**src/rtl/div_unit.sv**
```systemverilog
// div_unit: multi-cycle restoring divider for the EX stage (DIV / DIVU).
//   EX raises start_i and stalls until ready_o. The result goes to HI
//   (remainder, upper half) and LO (quotient, lower half). annul_i cancels
//   an in-flight division on a flush.
// Ports:
//   clk, rst            clock (rising edge), async active-high reset
//   signed_div_i        1 = two's complement divide, 0 = unsigned
//   opdata1_i/2_i       dividend / divisor, sampled on the accepting edge only
//   start_i             request, held high until ready_o is seen
//   annul_i             cancel the division in flight
//   result_o            {remainder, quotient}, registered
//   ready_o             result valid, registered
module div_unit #(
  parameter int WIDTH = 32
) (
  input  logic               clk,
  input  logic               rst,
  input  logic               signed_div_i,
  input  logic [WIDTH-1:0]   opdata1_i,
  input  logic [WIDTH-1:0]   opdata2_i,
  input  logic               start_i,
  input  logic               annul_i,
  output logic [2*WIDTH-1:0] result_o,
  output logic               ready_o
);
  localparam int CW = $clog2(WIDTH + 1);

  typedef enum logic [1:0] {S_FREE, S_BYZERO, S_ON, S_END} state_t;

  state_t           state;
  logic [CW-1:0]    cnt;
  logic [WIDTH-1:0] dvd;   // dividend magnitude, shifted out MSB first
  logic [WIDTH-1:0] dsr;   // divisor magnitude
  logic [WIDTH-1:0] rem;   // partial remainder (always < divisor after a step)
  logic [WIDTH-1:0] quot;
  logic             sign1, sign2;

  // Magnitudes of the incoming operands; -MIN wraps to MIN, which is the
  // correct unsigned magnitude 2^(WIDTH-1).
  logic             neg1, neg2;
  logic [WIDTH-1:0] abs1, abs2;
  assign neg1 = signed_div_i & opdata1_i[WIDTH-1];
  assign neg2 = signed_div_i & opdata2_i[WIDTH-1];
  assign abs1 = neg1 ? -opdata1_i : opdata1_i;
  assign abs2 = neg2 ? -opdata2_i : opdata2_i;

  // One restoring step: the WIDTH+1-bit shifted remainder, trial-subtracted.
  // A clear borrow bit means the difference is non-negative.
  logic [WIDTH:0]   rem_sh, diff;
  logic             q_bit;
  assign rem_sh = {rem, dvd[WIDTH-1]};
  assign diff   = rem_sh - {1'b0, dsr};
  assign q_bit  = ~diff[WIDTH];

  // Sign fix-up: quotient takes sign1^sign2, remainder follows the dividend.
  logic [WIDTH-1:0] q_fix, r_fix;
  assign q_fix = (sign1 ^ sign2) ? -quot : quot;
  assign r_fix = sign1 ? -rem : rem;

  always_ff @(posedge clk or posedge rst) begin
    if (rst) begin
      state    <= S_FREE;
      cnt      <= '0;
      dvd      <= '0;
      dsr      <= '0;
      rem      <= '0;
      quot     <= '0;
      sign1    <= 1'b0;
      sign2    <= 1'b0;
      result_o <= '0;
      ready_o  <= 1'b0;
    end else begin
      case (state)
        S_FREE: begin
          ready_o  <= 1'b0;
          result_o <= '0;
          if (start_i && !annul_i) begin
            if (opdata2_i == '0) begin
              state <= S_BYZERO;
            end else begin
              state <= S_ON;
              dvd   <= abs1;
              dsr   <= abs2;
              sign1 <= neg1;
              sign2 <= neg2;
              rem   <= '0;
              quot  <= '0;
              cnt   <= '0;
            end
          end
        end
        S_BYZERO: begin
          state    <= S_END;
          result_o <= '0;
          ready_o  <= 1'b1;
        end
        S_ON: begin
          if (annul_i) begin
            state    <= S_FREE;
            result_o <= '0;
            ready_o  <= 1'b0;
          end else if (cnt != CW'(WIDTH)) begin
            rem  <= q_bit ? diff[WIDTH-1:0] : rem_sh[WIDTH-1:0];
            quot <= {quot[WIDTH-2:0], q_bit};
            dvd  <= {dvd[WIDTH-2:0], 1'b0};
            cnt  <= cnt + 1'b1;
          end else begin
            state    <= S_END;
            result_o <= {r_fix, q_fix};
            ready_o  <= 1'b1;
          end
        end
        S_END: begin
          // Hold the result while EX keeps start_i up; annul_i has no effect.
          if (!start_i) begin
            state    <= S_FREE;
            result_o <= '0;
            ready_o  <= 1'b0;
          end
        end
        default: state <= S_FREE;
      endcase
    end
  end
endmodule

```
**config.mk**
```make
export PLATFORM = sky130hd
export DESIGN_NAME = div_unit
export DESIGN_NICKNAME = d
export VERILOG_FILES = /design/src/rtl/div_unit.sv
export SDC_FILE = /design/constraint.sdc
export NUM_CORES = 1
export LEC_CHECK = 0
export ABC_AREA = 1
export CORE_ASPECT_RATIO = 1.5
export CORE_UTILIZATION = 45
export CTS_CLUSTER_SIZE = 20
export DETAILED_ROUTE_END_ITERATION = 10
export GPL_TIMING_DRIVEN = 1
export PLACE_DENSITY = 0.67
export SLEW_MARGIN = 10
export SYNTH_ARGS = -nofsm -noshare
export SYNTH_HDL_FRONTEND = slang
export SYNTH_SLANG_ARGS = --single-unit
```
**constraint.sdc**
```tcl
create_clock -name clk -period 12.45 [get_ports clk]
set_input_delay 2.49 -clock clk [delete_from_list [all_inputs] [get_ports clk]]
set_output_delay 2.49 -clock clk [all_outputs]
set_load 0.02 [all_outputs]
```
* Word level (Yosys, flattened, before mapping) *
Index checks and enable logic that the tools add are counted.

storage, ports and cells
  register bits after elaboration = 203
  logic and storage cells = 78
  bits in read-only memories = 0
  memories kept = 0
  input bits = 69
  bits in latches = 0
  output and inout bits = 65
  memory bits (writable) = 0

operators by class
  equal/unequal tests = 10
  mux-type cells = 37
  shift operators = 0
  multipliers = 0
  magnitude comparators = 0
  bitwise operators = 5
  reduce and logical (&&, ||, !) cells = 10
  divide/modulo/power cells = 0
  add/subtract/negate cells = 6

operators by type and width
  cell                                                                   count
  32-bit two-way mux                                                     15
  64-bit two-way mux                                                     3
  32-bit case mux with 2 select lines                                    3
  64-bit case mux with 3 select lines                                    1
  32-bit negation                                                        4
  33-bit by 32-bit subtractor with 33-bit output                         1
  32-bit logical NOT                                                     1
  6-bit two-way mux                                                      4
  6-bit case mux with 2 select lines                                     1
  2-bit two-way mux                                                      5
  2-bit != test, second input constant                                   5
  2-bit case mux with 4 select lines                                     1
  6-bit by 1-bit adder with 6-bit output, second input constant          1
  6-bit != test, second input constant                                   1
  3-bit AND reduction                                                    2
  5-bit AND reduction                                                    1
  2-bit equality test, second input constant                             2
  1-bit case mux with 4 select lines                                     1
  1-bit two-way mux                                                      3
  3-bit != test, second input constant                                   1
  1-bit AND                                                              2
  2-bit by 1-bit equality test with 1-bit output, second input constant  1
  2-bit logical NOT                                                      1
  1-bit NOT                                                              2
  6 further kinds                                                        6

* Depth between registers and ports, before layout *
Gate-level depths: netlist of the first run.

  depth after elaboration = 5
  mapped depth = 18
  mapped depth without buffers = 17

* Worst setup path before layout of the first run *
OpenSTA, ideal clock, no wires.

  kind = input-to-reg
  from = input opdata2_i[0]
  to = register rem[0]
  setup slack = 8426 ps
  cell stages on the path = 16
  library setup time = 117 ps
  data required time = 12333 ps
  arrival = 3907 ps
  buffers on the path = 1
  cell sequence = inv_1 > ha_1 > inv_1 > nor3_4 > nand2_2 > nor2_4 > nand2_2 > nor2_4 > nand2_2 > nand2_4 > nand2_4 > nand2_4 > inv_4 > buf_6 > nand3_2 > nand2_1

on the way
  longest elaborated chain between the ends = 3

ends and longest elaborated chain
  item                           line  source
  start: declaration             20    input logic [WIDTH-1:0] opdata2_i,
  32-bit logical NOT             78    if (opdata2_i == '0) begin
  2-bit != test (no line)        --
  5-bit AND reduction (no line)  --
  end signal: assignment         103   rem <= q_bit ? diff[WIDTH-1:0] : rem_sh[WIDTH-1:0];
  end: declaration               34    logic [WIDTH-1:0] rem;

Every way passes these cells.
A chain may end at the register's enable or synchronous reset.

* Worst setup path after layout of the first run *
  from = input opdata2_i[1]
  to = register rem[3]

The elaborated chain is that of the path after synthesis.

==> results.sh, run 1 <==
export IMPL_min_path_type="flip-flop to flip-flop"
export IMPL_hold_end="result_o[29]$_DFFE_PP0P_"
export IMPL_drt_wirelength_per_cell_um=14.5
export IMPL_drt_pass1_iter_count=5
export IMPL_synth_top_area_share_pct=34.5
export IMPL_io_buffers=133
export IMPL_postCtsHoldBufs=0
export IMPL_worstHoldStart="result_o[29]$_DFFE_PP0P_"
export IMPL_reg2reg_to="result_o[10]$_DFFE_PP0P_"
export IMPL_cp_slowest_cell="clkdlybuf4s50_1"
export IMPL_skew_ns=0.0129
export IMPL_powerDensity_mw_per_mm2=152
export IMPL_critPathMaxStageDelay_ns=0.42
export IMPL_rows=80
export IMPL_crit_path_cell_trace="clkdlybuf4s50_1 > inv_1 > ha_1 > inv_1 > nor3_4 > nand2_2 > nor2_4 > nand2_2 > nor2_4 > nand2_2 > nand2_4 > nand2_4 > nand2_4 > inv_4 > nand3_2 > nand2_1"
export IMPL_chipWidth_um=150
export IMPL_grt_use_total_pct=24.7
export IMPL_syn_area_mm2=0.0147
export IMPL_criticalPathCategory="input port to flip-flop"
export IMPL_cap_violations=0
export IMPL_synth_avg_cell_area_um2=6.53
export IMPL_cp_end_kind="flip-flop"
export IMPL_drv_slew=0
export IMPL_cts_sinks=203
export IMPL_finalCriticalPeriod_ns=4.91
export IMPL_initial_core_util_pct=46.0
export IMPL_yosysTopAreaCell="dfrtp_1"
export IMPL_postCtsSetupBuffers=0
export IMPL_cts_tree="built"
export IMPL_post_cts_resized=0
export IMPL_finalWirelength_um=40400
export IMPL_grtUsageMet2_pct=42.4
export IMPL_top_usage_layer="met2"
export IMPL_grt_pass1_wl_um=66900
export IMPL_cts_max_path_buffers=3
export IMPL_cts_buffers=22
export IMPL_antenna_found_initial=0
export IMPL_drt_first_iter_violations=831
export IMPL_grt_max_degree=138
export IMPL_grt_pass1_vias=13303
export IMPL_layout_drive_gt1_share_pct=4.81
export IMPL_dieArea_mm2=0.0335
export IMPL_p_leak_nw=9.07
export IMPL_async_reset_ff_share_pct=100
export IMPL_n_antenna_cell=0
export IMPL_setup_tns_ns=0
export IMPL_netlist_instances=2259
export IMPL_synth_fp_nets=2372
export IMPL_overflow=0
export IMPL_worst_r2r_path_depth=11
export IMPL_worstMarginPinSlew_ns=0.974
export IMPL_critical_path_peak_fanout=53
export IMPL_required_ns=12.86
export IMPL_min_path_cells=2
export IMPL_hpwlAfterDp_um=30900
export IMPL_setup_worst_path_start="opdata2_i[1]"
export IMPL_total_power_mw=2.58
export IMPL_htree_levels=1
export IMPL_cp_start_kind="input port"
export IMPL_die_h_um=224
export IMPL_r2r_slack_ns=9.15
export IMPL_io_pins=134
export IMPL_crit_arrival_ns=5.32
export IMPL_synth_cell_type_count=46
export IMPL_hold_viol_final=0
export IMPL_max_slew_margin_rel_pct=35.0
export IMPL_fin_nets=2468
export IMPL_drcViolationCount=0
export IMPL_synth_main_ff_cell="dfrtp_1"
export IMPL_clk_pin_slew_ns=0.06
export IMPL_peakVddDrop_mv=0.0822
export IMPL_antenna_left=0
export IMPL_ys_seq_elements=203
export IMPL_synth_most_common_cell="nand2_1"
export IMPL_vias_per_cell=5.12
export IMPL_r2r_start="state[0]$_DFFE_PP0P_"
export IMPL_grt_use_met1_pct=33.3
export IMPL_crit_family="simple AND/OR/NAND/NOR gates"
export IMPL_insertion_delay_ns=0.53
export IMPL_rsz0062_at_grt="no"
export IMPL_synth_common_cells="nand2_1, inv_1, dfrtp_1"
export IMPL_status="complete, no violations"
export IMPL_gp_congestion=0.915
export IMPL_fmax_ghz=0.204
export IMPL_area_growth_pct=15.5
export IMPL_cts_root_buf="clkbuf_16"
export IMPL_synth_edf_count=0
export IMPL_coreArea_mm2=0.0320
export IMPL_synth_warnings=0
export IMPL_min_period_over_period_pct=39.4
export IMPL_setup_viol=0
export IMPL_ys_seq_area_share_pct=34.5
export IMPL_met3_usage_pct=1.59
export IMPL_synthTopCellsByArea="dfrtp_1, nand2_1, inv_1, nand3_1, nor2_1"
export IMPL_worst_path_buf_inv=4
export IMPL_num_vias=14231
[cells in the final DEF (no fill, tap or decap), types with 43 or more instances in the layout]
cell type,netlist,layout
nand2_1,786,785
inv_1,316,315
dfrtp_1,203,203
nor2_1,200,200
nand3_1,173,173
o21ai_0,137,137
clkdlybuf4s50_1,0,133
a21oi_1,58,58
xor2_1,43,43
ha_1,43,43
[registers in the layout, summed over array words and instances (netlist names)]
signal,count
cnt,6
ready_o,1
state,2
rem,32
quot,32
dvd,32
dsr,32
sign1,1
result_o,64
sign2,1
[metrics by stage]
step | cell area, um2 | hold slack, ns | cells | utilization, % | worst slack (ns)
6_report | 17000 | 0.479 | 2780 | 53.2 | 7.54
5_1_grt | 17000 | 0.502 | 2780 | 53.2 | 7.22
4_1_cts | 17000 | 0.483 | 2780 | 53.2 | 7.51
3_5_place_dp | 16300 | 0.465 | 2741 | 51.0 | 6.97
3_3_place_gp | 16300 | 0.458 | 2741 | 51.0 | 7.03
2_1_floorplan | 14700 | 0.442 | 2259 | - | 4.42
[report_power, final]
group | total [mW] | switching (mW) | internal (mW) | leakage (nW)
clock | 0.653 | 0.279 | 0.374 | 0.349
sequential | 0.837 | 0.0598 | 0.777 | 2.73
combinational | 1.10 | 0.774 | 0.321 | 6.00
[worst min-delay path, cell delays in order (launching register included)]
cell and delay, ns:
dfrtp_1 0.34, nand2_1 0.05, o21ai_0 0.05
[cell type report]
class	count	area [um2]
Clock buffer	32	628
Inverter	326	1230
Clock inverter	7	82.6
Multi-Input combinational cell	1660	8100
Tap cell	410	513
Fill cell	3289	15000
Timing Repair Buffer	142	1400
Sequential cell	203	5080
[cell families (layout without fill, tap and decap cells)]
family | count (synthesis) | in the layout | share of synthesized area (%)
buffers and inverters | 396 | 507 | 10.7
AND/OR/NAND/NOR | 1279 | 1279 | 37.0
XOR/XNOR | 62 | 62 | 3.68
AO/OA/AOI/OAI | 275 | 275 | 10.4
flip-flops | 203 | 203 | 34.5
adder cells (fa/ha/maj) | 44 | 44 | 3.78
[per-layer routing]
layer | share of wire [%] | up-vias | routed length (um)
li1 | - | 7359 | -
met1 | 46 | 6523 | 18700
met2 | 48 | 297 | 19400
met3 | 3.5 | 52 | 1420
met4 | 2.2 | 0 | 902
met5 | 0 | - | 0
[worst max path at each step]
stage	endpoint	depth (start not counted)	slack [ns]
after floorplan	cnt[0]$_DFFE_PP0P_	1	4.42
after global placement	cnt[1]$_DFFE_PP0P_	16	7.03
after detailed placement	cnt[1]$_DFFE_PP0P_	16	6.97
after CTS	rem[17]$_DFFE_PP0P_	16	7.51
after global routing	cnt[1]$_DFFE_PP0P_	16	7.22
final	rem[3]$_DFFE_PP0P_	16	7.54
No activity file was read; power rests on OpenSTA's default activity.
==> run 2: changes to the inputs <==
PLACE_DENSITY = 0.69   (was 0.67)
clock period = 4.08 ns   (was 12.45 ns; I/O delays follow)
==> results.sh, run 2 (synthesized netlist as in run 1, its figures left out) <==
export IMPL_pwr_share_clk_pct=26.1
export IMPL_r2r_slack_ns=1.20
export IMPL_hpwlAfterDp_um=31700
export IMPL_criticalPathCategory="input port to flip-flop"
export IMPL_peakVddDrop_mv=0.389
export IMPL_gp_congestion=0.949
export IMPL_final_common_cell="nand2_1"
export IMPL_postCtsHoldBufs=0
export IMPL_placedCellCount=2750
export IMPL_largest_register="result_o"
export IMPL_dp_slack_ns=0.643
export IMPL_insertion_delay_ns=0.53
export IMPL_layout_cells_non_filler=2787
export IMPL_final_area_mm2=0.0172
export IMPL_min_path_type="flip-flop to flip-flop"
export IMPL_htree_levels=1
export IMPL_r2r_start="dvd[31]$_DFFE_PP0P_"
export IMPL_worstMarginPinSlew_ns=0.930
export IMPL_max_slew_margin_rel_pct=38.0
export IMPL_io_buffers=133
export IMPL_drt_first_iter_violations=782
export IMPL_worstHoldStart="result_o[25]$_DFFE_PP0P_"
export IMPL_drt_pass1_iter_count=5
export IMPL_cts_root_buf="clkbuf_16"
export IMPL_status="complete, no violations"
export IMPL_grt_max_degree=146
export IMPL_nFillCells=3236
export IMPL_chipWidth_um=150
export IMPL_p_switching_mw=3.40
export IMPL_largest_register_ffs=64
export IMPL_crit_arrival_ns=3.32
export IMPL_io_pins=134
export IMPL_p_leak_nw=9.15
export IMPL_regArea_mm2=0.00508
export IMPL_most_common_layout_cells="nand2_1, inv_1, dfrtp_1"
export IMPL_vias_per_cell=5.14
export IMPL_cp_start_kind="input port"
export IMPL_swShare_pct=42.0
export IMPL_cp_end_kind="flip-flop"
export IMPL_skew_ns=0.0236
export IMPL_n_antenna_cell=0
export IMPL_antenna_found_initial=0
export IMPL_critical_path_peak_fanout=33
export IMPL_drv_slew=0
export IMPL_holdWs_ns=0.478
export IMPL_pwr_share_comb_pct=42.2
export IMPL_cap_violations=0
export IMPL_antenna_left=0
export IMPL_cts_sinks=203
export IMPL_initial_core_util_pct=46.0
export IMPL_worst_slack_ns=1.16
export IMPL_layout_drive_gt1_share_pct=5.26
export IMPL_drt_wirelength_per_cell_um=14.6
export IMPL_overflow=0
export IMPL_rsz0062_at_grt="no"
export IMPL_required_ns=4.48
export IMPL_placed_area_mm2=0.0164
export IMPL_pwr_share_seq_pct=31.7
export IMPL_num_vias=14335
export IMPL_cts_max_path_buffers=3
export IMPL_powerDensity_mw_per_mm2=472
export IMPL_area_growth_pct=16.5
export IMPL_finalWirelength_um=40700
export IMPL_clk_pin_slew_ns=0.06
export IMPL_cts_buffers=22
export IMPL_dieArea_mm2=0.0335
export IMPL_fmax_ghz=0.343
export IMPL_fin_nets=2477
export IMPL_min_period_over_period_pct=71.6
export IMPL_total_power_mw=8.10
export IMPL_setup_worst_path_start="opdata2_i[0]"
export IMPL_multi_input_area_mm2=0.00810
export IMPL_internal_power_mw=4.70
export IMPL_hold_viol_final=0
export IMPL_postCtsSetupBuffers=0
export IMPL_setup_tns_ns=0
export IMPL_grt_use_total_pct=24.7
export IMPL_finalCriticalPeriod_ns=2.92
export IMPL_grt_pass1_wl_um=66800
export IMPL_cts_tree="built"
export IMPL_die_h_um=224
export IMPL_setup_viol=0
export IMPL_fin_util_pct=53.6
export IMPL_drcViolationCount=0
export IMPL_rows=80
export IMPL_grt_pass1_vias=13573
export IMPL_post_cts_resized=0
export IMPL_coreArea_mm2=0.0320
run 2: changes by cell type in the layout (fill, tap and decap cells not counted), sizes merged:
cell,before,now
clkinvlp,0,1
clkinv,4,5
bufinv,1,4
buf,9,18
clkbuf,32,27
inv,328,326
run 2: cell type report:
class,count,area share (%)
sequential,203,29.6
clock buffer,27,3.49
tap,410,2.99
timing repair buffer,151,8.68
inverter,326,7.16
multi-input combinational,1660,47.2
clock inverter,10,0.961
run 2: power by group through the flow:
stage,clock network [mW],registers (mW),logic [mW]
6_report,2.12,2.56,3.42
5_1_grt,2.23,2.61,3.84
4_1_cts,2.16,2.57,3.40
3_5_place_dp,0,2.60,3.39
3_3_place_gp,0,2.58,3.34
2_1_floorplan,0,2.55,2.49
run 2: metal layers:
layer  global-route usage [%]  vias to the layer above  wire length [um]
li1                         -                     7356                 -
met1                     32.9                     6502             18600
met2                     41.9                      395             19400
met3                     1.83                       82              1590
met4                     8.50                        0              1210
met5                        0                        -                 0
run 2: final timing paths:
path / end / cells past startpoint
worst max-delay path: rem[15]$_DFFE_PP0P_ / 16
worst min-delay path: result_o[25]$_DFFE_PP0P_ / 2
min in group asynchronous: result_o[35]$_DFFE_PP0P_ / 3
max in group asynchronous: rem[11]$_DFFE_PP0P_ / 3
worst min register to register: result_o[25]$_DFFE_PP0P_ / 2
worst max register to register: rem[20]$_DFFE_PP0P_ / 17
run 2: critical path, stage by stage:
cell and delay (ns):
clkdlybuf4s50_1 0.43, inv_1 0.08, ha_1 0.16, inv_1 0.07, nor3_4 0.17, nand2_2 0.13
nor2_4 0.15, nand2_2 0.09, nor2_4 0.16, nand2_2 0.10, nand2_4 0.08, nand2_4 0.06
nand2_4 0.30, inv_4 0.28, nand3_2 0.15, nand2_1 0.06
